--- src/rtl/adc_sdata_responder.sv ---
// Responder side of the nCS/SDATA serial-ADC link: frames a captured sample as
// leading zeros, MSB-first data and trailing zeros while the reader holds nCS low.
module adc_sdata_responder #(
    parameter int FRAME_LEN  = 16,
    parameter int LEAD_ZEROS = 4,
    parameter int DATA_WIDTH = 8
) (
    input  logic                  clock,
    input  logic                  reset,
    input  logic                  nCS,
    input  logic [DATA_WIDTH-1:0] sample,
    output logic                  SDATA,
    output logic                  busy,
    output logic                  frame_done,
    output logic                  aborted,
    output logic [15:0]           frame_count,
    output logic [1:0]            state_dbg
);

    localparam int TRAIL_ZEROS = FRAME_LEN - LEAD_ZEROS - DATA_WIDTH;
    localparam int IDX_W       = (FRAME_LEN > 1) ? $clog2(FRAME_LEN) : 1;
    localparam logic [IDX_W-1:0] LAST_IDX = IDX_W'(FRAME_LEN - 1);

    if ((LEAD_ZEROS + DATA_WIDTH > FRAME_LEN) || (FRAME_LEN < 2)) begin : g_bad_params
        $error("adc_sdata_responder: LEAD_ZEROS + DATA_WIDTH must fit in FRAME_LEN (>= 2)");
    end

    typedef enum logic [1:0] {
        ST_IDLE  = 2'd0,
        ST_SHIFT = 2'd1,
        ST_HOLD  = 2'd2
    } state_e;

    state_e                 state_q, state_d;
    logic [FRAME_LEN-1:0]   shreg_q, shreg_d;
    logic [IDX_W-1:0]       idx_q, idx_d;
    logic                   sdata_q, sdata_d;
    logic                   done_q, done_d;
    logic                   abort_q, abort_d;
    logic [15:0]            frame_count_q, frame_count_d;
    logic                   ncs_prev_q, ncs_prev_d;

    logic [FRAME_LEN-1:0]   frame_img;
    logic                   start;

    // Link protocol: a frame starts on the first clock sampling nCS low after it
    // was sampled high; one bit per clock follows; nCS high before the last bit
    // aborts the frame; a new frame always needs nCS to go high in between.
    always_comb begin
        frame_img = FRAME_LEN'(sample) << TRAIL_ZEROS;
        start     = !nCS && ncs_prev_q;
    end

    always_ff @(posedge clock) begin
        if (reset) begin
            state_q       <= ST_IDLE;
            shreg_q       <= '0;
            idx_q         <= '0;
            sdata_q       <= 1'b0;
            done_q        <= 1'b0;
            abort_q       <= 1'b0;
            frame_count_q <= 16'd0;
            ncs_prev_q    <= 1'b1;
        end else begin
            state_q       <= state_d;
            shreg_q       <= shreg_d;
            idx_q         <= idx_d;
            sdata_q       <= sdata_d;
            done_q        <= done_d;
            abort_q       <= abort_d;
            frame_count_q <= frame_count_d;
            ncs_prev_q    <= ncs_prev_d;
        end
    end

    always_comb begin
        state_d       = state_q;
        shreg_d       = shreg_q;
        idx_d         = idx_q;
        sdata_d       = 1'b0;
        done_d        = 1'b0;
        abort_d       = 1'b0;
        frame_count_d = frame_count_q;
        ncs_prev_d    = nCS;
        case (state_q)
            ST_IDLE: begin
                if (start) begin
                    sdata_d = frame_img[FRAME_LEN-1];
                    shreg_d = frame_img << 1;
                    idx_d   = IDX_W'(1);
                    state_d = ST_SHIFT;
                end
            end
            ST_SHIFT: begin
                // The last bit goes out even if nCS rises on the same edge.
                if (idx_q == LAST_IDX) begin
                    sdata_d       = shreg_q[FRAME_LEN-1];
                    shreg_d       = shreg_q << 1;
                    idx_d         = '0;
                    done_d        = 1'b1;
                    frame_count_d = frame_count_q + 16'd1;
                    state_d       = nCS ? ST_IDLE : ST_HOLD;
                end else if (nCS) begin
                    idx_d   = '0;
                    abort_d = 1'b1;
                    state_d = ST_IDLE;
                end else begin
                    sdata_d = shreg_q[FRAME_LEN-1];
                    shreg_d = shreg_q << 1;
                    idx_d   = idx_q + IDX_W'(1);
                end
            end
            ST_HOLD: begin
                if (nCS) begin
                    state_d = ST_IDLE;
                end
            end
            default: begin
                state_d = ST_IDLE;
            end
        endcase
    end

    always_comb begin
        SDATA       = sdata_q;
        busy        = (state_q == ST_SHIFT);
        frame_done  = done_q;
        aborted     = abort_q;
        frame_count = frame_count_q;
        state_dbg   = state_q;
    end

endmodule

--- config.mk ---
export PLATFORM = sky130hd
export DESIGN_NAME = adc_sdata_responder
export DESIGN_NICKNAME = d
export VERILOG_FILES = /design/src/rtl/adc_sdata_responder.sv
export SDC_FILE = /design/constraint.sdc
export NUM_CORES = 1
export LEC_CHECK = 0
export BUFFER_PORTS_ARGS = -buffer_cell sky130_fd_sc_hd__buf_2
export CAP_MARGIN = 10
export CORE_MARGIN = 1.5
export CORE_UTILIZATION = 35
export CTS_BUF_LIST = sky130_fd_sc_hd__clkbuf_4 sky130_fd_sc_hd__clkbuf_8
export DETAILED_ROUTE_END_ITERATION = 7
export SLEW_MARGIN = 20
export SYNTH_ARGS = -nofsm -noshare
export SYNTH_HDL_FRONTEND = slang
export SYNTH_SLANG_ARGS = --single-unit
--- constraint.sdc ---
create_clock -name clock -period 3.2 [get_ports clock]
set_input_delay 0.48 -clock clock [delete_from_list [all_inputs] [get_ports clock]]
set_output_delay 0.48 -clock clock [all_outputs]
set_load 0.005 [all_outputs]
Word-level counts from Yosys, hierarchy flattened. Cells that the tools add are included.

Input port bits: 11. Output and inout bits: 22. Register bits: 42.

Multiplexer cells: 17. Bitwise operators: 1. $add $sub $neg: 2. Reductions and logical operators: 9. Equal/unequal tests: 5.

Operators by type and width (count): 16-bit two-way mux (3); 16-bit case mux with 2 select lines (1); 16-bit by 1-bit adder with 16-bit output, second input constant (1); 4-bit two-way mux (3); 2-bit two-way mux (4); 4-bit case mux with 2 select lines (1); 2-bit case mux with 3 select lines (1); 4-bit by 1-bit adder with 4-bit output, second input constant (1); 4-bit == test, second input constant (1); 1-bit two-way mux (4); 2-bit AND reduction (2); 3-bit by 2-bit != test with 1-bit output, second input constant (1); 3-bit AND reduction (1); 3-bit OR reduction (1); 2-bit by 1-bit == test with 1-bit output, second input constant (1); 2-bit == test, second input constant (1); 2-bit zero test (1); 2-bit != test, second input constant (1); 2-bit nonzero test (1); 2-bit OR reduction (1); 1-bit logical AND (1); 1-bit zero test (1); 1-bit NOT (1).

Depth between registers and ports, before layout.
Depth in word-level cells: 4. Depth in mapped cells: 6.

Least setup slack after synthesis. Ideal clock, no wire load.

Kind: flip-flop to flip-flop. Start point: register idx_q[0]. End point: register frame_count_q[14] (netlist: frame_count[14]). Arrival: 1.680 ns. Cell stages (with the launch flop): 7. Setup time: 0.070 ns. Slack: 1.449 ns. Buffers on the path: 1. Cell sequence: dfxtp_1 -> ha_1 -> and3_1 -> clkbuf_1 -> nand3_1 -> or3_2 -> a21oi_1.

Cells in the longest elaborated chain, start to end: 2.

RTL lines: start: declaration (line 36) `logic [IDX_W-1:0] idx_q, idx_d;`; start signal: assignment (line 67) `idx_q <= idx_d;`; 4-bit == test (line 96) `if (idx_q == LAST_IDX) begin`; 2-bit AND reduction (no source line); end signal: assignment (line 71) `frame_count_q <= frame_count_d;`; end: declaration (line 40) `logic [15:0] frame_count_q, frame_count_d;`.

Every way passes these cells. A chain may end at the register's enable or synchronous reset.

Final worst setup path.
Start point: register state_q[1] (netlist: state_dbg[1]). End point: output busy.

Cells in the longest elaborated chain, start to end: 1.

RTL lines: start: declaration (line 34) `state_e state_q, state_d;`; start signal: assignment (line 65) `state_q <= state_d;`; 2-bit by 1-bit == test with 1-bit output (line 126) `busy = (state_q == ST_SHIFT);`; end: declaration (line 13) `output logic busy,`.

Every way passes these cells.

==> flow_summary.json <==
{
  "ys_seq_area_frac": 0.4578,
  "grt_max_degree": 37,
  "p_sw_uw": 215.5,
  "clk_latency_ns": 0.29,
  "vdd_drop_max_v": 0.0001295,
  "path_cells": "nand2b_1 -> inv_1 -> buf_2",
  "min_from": "sample[4]",
  "syn_nets": 205,
  "grt_pass1_vias": 1301,
  "fin_crit_sh": 0.7080,
  "cts.sinks": 37,
  "p_int_uw": 663.5,
  "avgSynthCellArea_sq_um": 8.426,
  "combPwrFrac": 0.083,
  "row_count": 24,
  "finalClockSkew_ns": 0.01189,
  "mostFrequentLayoutCell": "dfxtp_1",
  "dr.pass1.iters": 4,
  "synth_top_area_frac": 0.4578,
  "hold_ws_ns": 0.4529,
  "startpoint_type": "flop",
  "numCtsBuffers": 5,
  "sequentialPowerShare": 0.552,
  "cp_data_arrival_time_ns": 1.79,
  "path_clk_slew_ns": 0.08,
  "swShare": 0.2452,
  "vias": 1395,
  "start_util": 0.3665,
  "ant_nets": 0,
  "reg2reg_slack_ns": 1.25,
  "grt_pass1_wl_um": 5934,
  "root_buffer": "clkbuf_8",
  "drc_errors": 0,
  "hold_viol": 0,
  "synthesis.area_sq_um": 1618,
  "tns_ns": 0,
  "max_freq_mhz": 441.4,
  "antennaDiodeCount": 0,
  "dp.cells": 266,
  "cpMaxStageDelayCell": "nand2b_1",
  "port_buffers": 32,
  "cts_setup_buffers": 0,
  "rsz0062_at_grt": "no",
  "detail_route.iter0.violations": 128,
  "htreeDepth": 2,
  "maxCapViolations": 0,
  "mostFrequentLayoutCells": "dfxtp_1, buf_2, nor2_1",
  "hold_depth": 3,
  "cts_hold_buf": 0,
  "yosys-top-cells-area": "dfxtp_1, nor2_1, nand2_1",
  "crit_family": "buffers and inverters",
  "overflow": 0,
  "slowest_delay_ns": 0.47,
  "r2r-end": "frame_count[15]",
  "slew_headroom": 0.5574,
  "dpl.hpwl_um": 2342,
  "ctsLongestPathBuffers": 2,
  "clkPwrFrac": 0.365,
  "reg2regPathDepth": 5,
  "p_per_area_nw_per_um2": 462.8,
  "ios": 33,
  "finalMaxSlewViolations": 0,
  "area_growth_pct": 17.40,
  "fin_crit_ns": 2.266,
  "utilization": 0.4303,
  "reg2reg_from": "idx_q[0]",
  "die_y_um": 70.99,
  "cts_resized": 0,
  "wl_per_cell_um": 12.64,
  "drive_gt1_frac": 0.2297,
  "hp-class": "primary input to flop",
  "globalplace.congestion": 0.7161,
  "avgViaCountPerCell": 5.091,
  "track_usage": 0.1457,
  "end_kind": "output pin",
  "cp.required_ns": 2.72,
  "setup_viol": 0,
  "crit_path_max_fanout": 15,
  "p_leak_nw": 0.7763,
  "layout.cells.non_filler": 274,
  "ys_ff_latch": 37,
  "tightest_slew_ns": 0.6639,
  "min_to": "shreg_q[9]",
  "tritoncts": "yes",
  "path_buf_inv": 2,
  "synth_top_cell_by_area": "dfxtp_1",
  "path_class": "flop to output pin",
  "dieArea_sq_um": 5039,
  "nFillCells": 467,
  "core_sq_um": 4414,
  "ys_types": 37,
  "outcome": "complete, no violations",
  "final_nets": 234,
  "synthCells": 192,
  "wl_um": 3462,
  "antenna_found_initial": 0,
  "yosys_warnings": 0,
  "fp.dieW_um": 70.99
}
==> power by group through the flow <==
stage / Sequential [mW] / Combinational [mW] / Clock (mW)
after floorplan: 0.493 / 0.0546 / 0
after global placement: 0.495 / 0.0737 / 0
after detailed placement: 0.495 / 0.0740 / 0
after CTS: 0.485 / 0.0742 / 0.333
after global routing: 0.487 / 0.0831 / 0.348
final: 0.485 / 0.0730 / 0.321
==> worst min-delay path: stages <==
cell and delay (ns):
buf_2 0.09, nand2_1 0.05, a311oi_1 0.07
==> metal layers <==
layer,vias to the layer above,routed length (um),GRT usage
li1,730,-,-
met1,637,1837,0.2071
met3,5,90,0.02564
met4,0,59,0.06918
met2,23,1475,0.2139
met5,-,0,0
==> layout make-up <==
| class | instances | area, sq um | area share |
|---|---|---|---|
| Timing Repair Buffer | 33 | 167.7 | 0.08827 |
| Clock inverter | 2 | 10.01 | 0.005270 |
| Tap cell | 52 | 65.06 | 0.03426 |
| Inverter | 2 | 7.507 | 0.003953 |
| Sequential cell | 37 | 740.7 | 0.3900 |
| Clock buffer | 6 | 76.32 | 0.04018 |
| Multi-Input combinational cell | 142 | 832.0 | 0.4381 |
==> cells by family (layout without fill, tap and decap cells) <==
| group | after synthesis | after routing | synth area share |
|---|---|---|---|
| AOI/OAI and AO/OA | 29 | 29 | 0.1176 |
| xor gates and xnor gates | 10 | 10 | 0.05414 |
| adders and majority gates | 2 | 2 | 0.01547 |
| buffers and inverters | 13 | 43 | 0.03171 |
| DFF | 37 | 37 | 0.4578 |
| muxes | 2 | 2 | 0.01237 |
| and+or+nand+nor | 99 | 99 | 0.3109 |
==> worst max-delay path by stage <==
stage / from / end / slack (ns) / cells after the start
floorplan: idx_q[0] / frame_count[14] / 1.45 / 6
global placement: state_dbg[1] / busy / 1.24 / 3
detailed placement: state_dbg[1] / busy / 1.19 / 3
CTS: state_dbg[1] / busy / 0.87 / 3
global route: state_dbg[1] / busy / 0.75 / 3
finish: state_dbg[1] / busy / 0.93 / 3
==> state kept, by name (all words and copies together), names as in the netlist <==
register     flops
frame_count     16
shreg_q         11
idx_q            4
state_dbg        2
SDATA            1
aborted          1
frame_done       1
ncs_prev_q       1
==> Yosys cell counts <==
master,number
o31ai_1,1
or3_4,1
or4_1,1
nand2_1,24
nand3_1,11
and2_1,3
or3_1,2
nand4_2,1
nand4_1,4
nor3_1,8
mux2i_1,2
nor2b_1,1
inv_1,2
a41oi_1,1
xor2_1,5
a21o_1,1
a311oi_1,8
or2_2,2
clkbuf_1,9
nand4b_1,1
dfxtp_1,37
o21ai_0,5
buf_2,2
xnor2_1,5
ha_1,2
a21oi_1,11
and4b_1,1
nor2_1,25
nor4_1,2
and4_2,1
and3_1,3
and3_2,1
nand2b_1,4
a221oi_1,1
a22oi_1,1
or4b_2,1
or3_2,2
==> per-stage QoR <==
step / total power, mW / setup WS, ns / area, sq um
CTS: 0.8916 / 0.8700 / 1899
global placement: 0.5686 / 1.240 / 1813
global route: 0.9183 / 0.7525 / 1899
floorplan: 0.5480 / 1.449 / 1618
finish: 0.8790 / 0.9343 / 1899
detailed placement: 0.5692 / 1.190 / 1813
Power figures use the tool's default switching activity.
